===== config.mk =====
export PLATFORM = sky130hd
export DESIGN_NAME = mux_nx1_arb_flat
export DESIGN_NICKNAME = d
export VERILOG_FILES = /design/src/rtl/mux_nx1_arb_if.sv /design/src/rtl/mux_nx1_arb.sv /design/src/flat_wrapper.sv
export SDC_FILE = /design/constraint.sdc
export NUM_CORES = 1
export LEC_CHECK = 0
export BUFFER_PORTS_ARGS = -buffer_cell sky130_fd_sc_hd__buf_2
export CORE_ASPECT_RATIO = 1.2
export CORE_MARGIN = 3
export CORE_UTILIZATION = 42
export CTS_CLUSTER_SIZE = 24
export DETAILED_ROUTE_END_ITERATION = 10
export PLACE_DENSITY_LB_ADDON = 0.12
export SLEW_MARGIN = 5
export SYNTH_ARGS = -nofsm -noshare
export SYNTH_HDL_FRONTEND = slang
export SYNTH_SLANG_ARGS = --single-unit
export TNS_END_PERCENT = 5

===== constraint.sdc =====
create_clock -name clk -period 2.9 [get_ports clk]
set_input_delay 0.58 -clock clk [delete_from_list [all_inputs] [get_ports clk]]
set_output_delay 0.58 -clock clk [all_outputs]
set_load 0.1 [all_outputs]

===== src/rtl/mux_nx1_arb_if.sv =====
// Handshake bundle for the N-to-1 arbitrated mux: N request channels in, one
// registered output channel out.
interface mux_nx1_arb_if #(
  parameter int WIDTH = 4,
  parameter int N     = 4,
  parameter int SW    = $clog2(N)
) ();
  logic [N*WIDTH-1:0] a;
  logic [N-1:0]       a_valid;
  logic [N-1:0]       a_ready;
  logic [WIDTH-1:0]   y;
  logic [SW-1:0]      y_sel;
  logic               y_valid;
  logic               y_ready;

  modport master (
    output a, a_valid, y_ready,
    input  a_ready, y, y_sel, y_valid
  );

  modport slave (
    input  a, a_valid, y_ready,
    output a_ready, y, y_sel, y_valid
  );
endinterface


===== src/rtl/mux_nx1_arb.sv =====
// N-to-1 mux with fixed-priority or round-robin arbitration feeding a one-entry
// output register; grants are issued only when that register can take a word.
module mux_nx1_arb #(
  parameter int WIDTH    = 4,
  parameter int N        = 4,
  parameter int ARB_MODE = 1,
  parameter int SW       = $clog2(N)
) (
  input logic          clk,
  input logic          rstn,
  mux_nx1_arb_if.slave bus
);

  logic [WIDTH-1:0] y_q, y_d;
  logic [SW-1:0]    sel_q, sel_d;
  logic [SW-1:0]    last_q, last_d;
  logic             valid_q, valid_d;

  logic             can_load;
  logic             found;
  logic             in_xfer;
  logic [SW-1:0]    grant_idx;
  logic [N-1:0]     grant_vec;
  logic [WIDTH-1:0] sel_data;
  int               start;
  int               idx;

  // Scan channels starting just after the last winner (or at 0 in fixed mode),
  // wrapping at N so indices beyond N-1 are never considered.
  always_comb begin
    can_load  = !valid_q || bus.y_ready;
    found     = 1'b0;
    grant_idx = '0;
    grant_vec = '0;
    idx       = 0;
    if (ARB_MODE == 0 || int'(last_q) >= N - 1) begin
      start = 0;
    end else begin
      start = int'(last_q) + 1;
    end
    for (int k = 0; k < N; k++) begin
      idx = start + k;
      if (idx >= N) begin
        idx = idx - N;
      end
      if (!found && bus.a_valid[idx]) begin
        found     = 1'b1;
        grant_idx = SW'(idx);
      end
    end
    if (rstn && can_load && found) begin
      grant_vec[grant_idx] = 1'b1;
    end
  end

  assign in_xfer  = |grant_vec;
  assign sel_data = bus.a[int'(grant_idx)*WIDTH +: WIDTH];

  always_comb begin
    y_d     = y_q;
    sel_d   = sel_q;
    valid_d = valid_q;
    last_d  = last_q;
    if (in_xfer) begin
      y_d     = sel_data;
      sel_d   = grant_idx;
      valid_d = 1'b1;
      last_d  = grant_idx;
    end else if (valid_q && bus.y_ready) begin
      valid_d = 1'b0;
    end
  end

  // Reset leaves LAST at N-1 so channel 0 is first in line afterwards.
  always_ff @(posedge clk) begin
    if (!rstn) begin
      y_q     <= '0;
      sel_q   <= '0;
      valid_q <= 1'b0;
      last_q  <= SW'(N - 1);
    end else begin
      y_q     <= y_d;
      sel_q   <= sel_d;
      valid_q <= valid_d;
      last_q  <= last_d;
    end
  end

  assign bus.a_ready = grant_vec;
  assign bus.y       = y_q;
  assign bus.y_sel   = sel_q;
  assign bus.y_valid = valid_q;

endmodule


===== src/flat_wrapper.sv =====
// flat-port wrapper written by rule: the top's interface ports become plain ports
module mux_nx1_arb_flat 
#(
  parameter int WIDTH    = 4,
  parameter int N        = 4,
  parameter int ARB_MODE = 1,
  parameter int SW       = $clog2(N)
)
  (clk, rstn, bus_a, bus_a_valid, bus_y_ready, bus_a_ready, bus_y, bus_y_sel, bus_y_valid);
  mux_nx1_arb_if #(.WIDTH(WIDTH), .N(N), .SW(SW)) bus_i ();
  input logic clk;
  input logic rstn;
  input wire logic [$bits(bus_i.a)-1:0] bus_a;
  input wire logic [$bits(bus_i.a_valid)-1:0] bus_a_valid;
  input wire logic [$bits(bus_i.y_ready)-1:0] bus_y_ready;
  output wire logic [$bits(bus_i.a_ready)-1:0] bus_a_ready;
  output wire logic [$bits(bus_i.y)-1:0] bus_y;
  output wire logic [$bits(bus_i.y_sel)-1:0] bus_y_sel;
  output wire logic [$bits(bus_i.y_valid)-1:0] bus_y_valid;
  assign bus_i.a = bus_a;
  assign bus_i.a_valid = bus_a_valid;
  assign bus_i.y_ready = bus_y_ready;
  assign bus_a_ready = bus_i.a_ready;
  assign bus_y = bus_i.y;
  assign bus_y_sel = bus_i.y_sel;
  assign bus_y_valid = bus_i.y_valid;
  mux_nx1_arb #(.WIDTH(WIDTH), .N(N), .ARB_MODE(ARB_MODE), .SW(SW)) u_core (.clk(clk), .rstn(rstn), .bus(bus_i));
endmodule

==> results of run 1 <==
==> area by class of cell <==
cell class,instances,area [µm²],share of cell area (%)
Clock buffer,4,26.3,2.08
Inverter,5,21.3,1.68
Multi-Input combinational cell,78,716,56.7
Sequential cell,9,185,14.7
Tap cell,19,23.8,1.88
Timing Repair Buffer,40,290,23.0
==> path summary, 6_finish.rpt <==
path                                                     from                       endpoint  depth (start not counted)
worst max register to register  u_core.last_q[0]$_SDFFE_PN1P_   u_core.bus.y[3]$_SDFFE_PN0P_                         10
worst min register to register  u_core.last_q[1]$_SDFFE_PN1P_  u_core.last_q[1]$_SDFFE_PN1P_                          1
worst max-delay path            u_core.last_q[0]$_SDFFE_PN1P_                 bus_a_ready[0]                          9
worst min-delay path            u_core.last_q[1]$_SDFFE_PN1P_  u_core.last_q[1]$_SDFFE_PN1P_                          1
==> synth_stat cells (2+ instances only) <==
cell type and number:
or2_2 3, ha_1 3, inv_1 3, buf_2 2, nand2b_1 2, nand2_1 8, o221ai_1 4, o21ai_0 4
o21a_1 2, mux2i_1 11, o211a_1 2, dfxtp_1 9, buf_6 2, a21oi_1 4, nor2_1 7, nand3_1 6
==> worst register-to-register path: cells and delay by family (launching register included) <==
family	cells	cell delay, ns
compound gates	3	0.48
fa+ha+maj	1	0.26
buf+inv	3	0.42
flops	1	0.37
mux	1	0.21
simple gates	2	0.27
==> metal layers <==
metal | routed length [µm] | vias to the layer above | track usage [%]
li1 | - | 438 | -
met1 | 815 | 406 | 19.2
met2 | 1150 | 23 | 31.4
met3 | 91 | 4 | 0.987
met4 | 34 | 0 | 8.29
met5 | 0 | - | 0
==> state kept, by name, summed over array words and instances (netlist names) <==
signal / count
u_core.bus.y_sel: 2
u_core.last_q: 2
u_core.bus.y: 4
u_core.bus.y_valid: 1
==> kinds of logic after synthesis <==
kind of cell / synth area share (%)
flops: 21.6
mux: 22.0
simple gates: 20.7
compound gates: 23.7
xor+xnor: 1.05
buf+inv: 6.59
fa+ha+maj: 4.49
==> stage by stage <==
| stage | hold WS (ns) | setup TNS [ns] | util, % |
|---|---|---|---|
| 2_1_floorplan | 0.466 | -0.161 | - |
| 3_3_place_gp | 0.463 | 0 | 61.8 |
| 3_5_place_dp | 0.468 | 0 | 61.8 |
| 4_1_cts | 0.482 | 0 | 66.4 |
| 5_1_grt | 0.517 | -0.0973 | 67.4 |
| 6_report | 0.484 | 0 | 67.4 |
==> what timing repair did <==
action                                  in CTS  in global routing
buffers inserted                             2                  0
pin swaps                                    4                  6
endpoints found under the hold margin        0                  0
resized for setup                            8                  6
endpoints found under the setup margin       4                  4
==> run_results.csv, run 1 <==
group,metric,value,unit
cts,clk_latency,0.26,ns
cts,h-tree-depth,1,
placement,pre_cts_ws,0.134,ns
routing,drtIter0Drc,16,
yosys,synth_ff_type,"dfxtp_1",
finish,stdcell_area,1260,µm²
cts,clkTransAtPathRegs,0.05,ns
cts,numClockSinks,9,
setup_path,cp_top_family,"simple AND/OR/NAND/NOR gates",
finish,final_nets,163,
sta,setup_viol,0,
floorplan,num_rows,17,
finish,fillerInstances,163,
sta,relSlewSlack,67.3,%
cts,hold_buffers,0,
finish,area_growth,51.0,%
hold_path,hold_path_class,"reg -> reg",
finish,mostFrequentLayoutCells,"buf_2, mux2i_1, nand2_1, dfxtp_1",
placement,finalWeightedCongestion,0.830,
setup_path,worst_setup_path_end_kind,"output pin",
run_status,outcome,"finished, final reports clean",
global_route,grt_max_degree,14,
yosys,synth-async-reset-ratio,0,%
sta,worst_pin_slew,0.494,ns
global_route,grt_pass1_wl,3.22,mm
cts,cts_root_buf,"clkbuf_4",
routing,drc,0,
placement,place_area,1160,µm²
setup_path,path_cells,"inv_4, ha_4, or3_4, a21bo_2, a32oi_2, a21oi_2, nand2b_4, nor2_4, buf_12",
routing,first_pass_iters,4,
sta,rsz0062_at_grt,"yes",
setup_path,worstPathRequired,2.32,ns
finish,final_cells,155,
sta,period_share,97.1,%
yosys,netlist_instances,97,
yosys,synth_area,836,µm²
floorplan,top_level_ports,34,
global_route,grt_pass1_vias,800,
yosys,syn_nets,123,
setup_path,cpPeakStageDelay,0.37,ns
yosys,synth_cell_types,41,
floorplan,start_util,44.7,%
sta,hold_viol_final,0,
placement,hpwlAfterDp,1.67,mm
run,maxCapViolCount,0,
placement,io_buffers,33,
yosys,synth_warnings,0,
yosys,yosysTopAreaCellShare,21.6,%
floorplan,coreArea,1870,µm²
floorplan,die_y,54.9,µm
yosys,synth_seq_cells,9,
setup_path,reg2reg_slack,0.76,ns
sta,period_needed,2.82,ns
setup_path,cp.buffers_inverters,2,
sta,clock_skew,0.00793,ns
finish,drive_gt1_share,52.2,%
routing,antenna_left,0,
global_route,antenna_found_initial,0,
sta,fmax,355,MHz
setup_path,critical_path_class,"reg -> out",
sta,fin_ws,0.0844,ns
setup_path,cp.arrival,2.24,ns
finish,antenna_cells,0,
floorplan,die_w,46.7,µm
cts,clk_path_buf_depth,2,
routing,vias,871,
yosys,avgSynthCellArea,8.62,µm²
yosys,synth.area.top_cells,"dfxtp_1, mux2i_1, ha_1, o221ai_1, nand3_1",
routing,wl_per_cell,13.5,µm
floorplan,dieArea,2560,µm²
yosys,ys_seq_area_share,21.6,%
sta,drv_slew,0,
setup_path,critPathLaunchType,"flip-flop",
placement,dp_cells,149,
setup_path,cp_slowest_cell,"dfxtp_4",
global_route,track_usage,17.0,%
cts,cts_buffers,3,
routing,routed_wl,2.09,mm
yosys,synth_edf_count,0,
yosys,yosys.area.top_type,"dfxtp_1",
routing,avgViaCountPerCell,5.62,
finish,final_common_cell,"buf_2",
cts,cts_tree,"built",
setup_path,worstPathMaxFanout,5,
global_route,grt_overflow,0,
Power of run 1 is not shown: default switching activity piles up to over one toggle a cycle in this logic, so the estimate is an artifact.
==> run 2, diff against run 1 <==
SETUP_SLACK_MARGIN = 0.1   (was not set)
==> run 2 against run 1 <==
Against the previous run:
- non-clock buffer count increased by 4
- largest cell class unchanged
- setup slack improved by 0.019 ns
- highest routed layer unchanged
- routed wire length increased by 2.5%
- clock skew rose by 0.0016 ns
- global-route usage grew 0.53 points
==> run_results.csv, run 2 (synthesis results as in run 1) <==
group,metric,value,unit
hold_path,hold_path_class,"reg -> reg",
finish,mostFrequentLayoutCells,"buf_2, mux2i_1, buf_4, nand2_1, dfxtp_1",
finish,antenna_cells,0,
sta,period_share,96.4,%
global_route,track_usage,17.5,%
placement,finalWeightedCongestion,0.830,
setup_path,critPathLaunchType,"flip-flop",
cts,cts_root_buf,"clkbuf_4",
sta,fin_setup_tns,0,ns
routing,drc,0,
cts,numClockSinks,9,
cts,h-tree-depth,1,
sta,drv_slew,0,
global_route,antenna_found_initial,0,
floorplan,top_level_ports,34,
setup_path,cp.arrival,2.22,ns
placement,io_buffers,33,
sta,relSlewSlack,67.3,%
finish,fillerInstances,158,
finish,largest_reg_flops,4,
routing,wl_per_cell,13.5,µm
cts,clk_path_buf_depth,2,
finish,multi_input_area,722,µm²
cts,hold_buffers,0,
routing,antenna_left,0,
setup_path,worstPathMaxFanout,11,
cts,clk_latency,0.26,ns
global_route,grt_overflow,0,
setup_path,cp_slowest_cell,"dfxtp_4",
setup_path,path_common_cell,"buf_4",
routing,routed_wl,2.14,mm
finish,final_common_cell,"buf_2",
sta,fmax,358,MHz
sta,rsz0062_at_grt,"yes",
floorplan,start_util,44.7,%
sta,worst_pin_slew,0.494,ns
finish,seq_area,185,µm²
placement,hpwlAfterDp,1.67,mm
setup_path,worstPathRequired,2.32,ns
run_status,outcome,"finished, final reports clean",
floorplan,num_rows,17,
global_route,grt_pass1_wl,3.29,mm
routing,vias,873,
sta,clock_skew,0.00950,ns
routing,drtIter0Drc,10,
sta,setup_viol,0,
finish,area_growth,55.8,%
floorplan,coreArea,1870,µm²
global_route,grt_max_degree,14,
floorplan,die_w,46.7,µm
sta,fin_ws,0.103,ns
setup_path,critical_path_class,"reg -> out",
routing,avgViaCountPerCell,5.49,
setup_path,cpPeakStageDelay,0.38,ns
cts,cts_tree,"built",
floorplan,dieArea,2560,µm²
cts,cts_buffers,3,
sta,period_needed,2.80,ns
setup_path,worst_setup_path_end_kind,"output pin",
finish,final_nets,167,
run,maxCapViolCount,0,
setup_path,path_cells,"inv_4, ha_4, buf_4, nor2b_2, a211oi_2, buf_4, a2111oi_4, nor3_4, inv_2, nor2_4, buf_12",
global_route,grt_pass1_vias,816,
routing,first_pass_iters,4,
cts,clkTransAtPathRegs,0.06,ns
finish,drive_gt1_share,53.6,%
placement,pre_cts_ws,0.134,ns
sta,hold_viol_final,0,
floorplan,die_y,54.9,µm
-- run 2: cell types whose count changed in the layout (fill, tap and decap cells not counted), sizes merged --
cell / previous run / this run
buf: 40 / 44
-- run 2: worst paths after layout --
| path | from | slack, ns | endpoint | cells after the start |
|---|---|---|---|---|
| setup / recovery | u_core.last_q[0]$_SDFFE_PN1P_ | 0.10 | bus_a_ready[0] | 11 |
| hold / removal | u_core.bus.y[3]$_SDFFE_PN0P_ | 0.48 | u_core.bus.y[3]$_SDFFE_PN0P_ | 2 |
| setup reg to reg | u_core.last_q[0]$_SDFFE_PN1P_ | 0.61 | u_core.bus.y[3]$_SDFFE_PN0P_ | 12 |
| hold reg to reg | u_core.bus.y[3]$_SDFFE_PN0P_ | 0.48 | u_core.bus.y[3]$_SDFFE_PN0P_ | 2 |
-- run 2: final cells by class --
| cell class | count | area share [%] |
|---|---|---|
| clock buffers | 4 | 2.02 |
| inverters | 5 | 1.63 |
| well taps | 19 | 1.83 |
| multi-input cells | 78 | 55.4 |
| repair buffers | 44 | 24.9 |
| flip-flops and latches | 9 | 14.2 |
-- run 2: worst max-delay path, delay by kind of cell, from the launching register on --
family	cells	cell delay, ns
and+or+nand+nor	3	0.40
adders and majority gates	1	0.26
DFF	1	0.38
buffers and inverters	5	0.67
AOI/OAI and AO/OA	2	0.27
-- run 2: metrics by stage --
step | area, µm² | instances | utilization (%) | hold WS, ns
after floorplan | 901 | 97 | - | 0.466
after global placement | 1160 | 149 | 61.8 | 0.463
after detailed placement | 1160 | 149 | 61.8 | 0.468
after CTS | 1280 | 158 | 68.4 | 0.487
after global routing | 1300 | 159 | 69.6 | 0.524
final | 1300 | 159 | 69.6 | 0.480
-- run 2: what timing repair did --
item / 4_1_cts / 5_1_grt
pin swaps: 11 / 3
setup endpoints to repair: 4 / 4
resized for setup: 12 / 4
buffers inserted: 5 / 1
-- run 2: layer usage --
layer	routed length (µm)	global-route usage (%)	part of all wire (%)	vias up
li1	-	-	-	444
met1	836	19.6	39	412
met2	1210	33.5	57	15
met3	77	0.987	3.6	2
met4	14	6.91	0.65	0
met5	0	0	0	-
Power of run 2 is left out for the same reason.
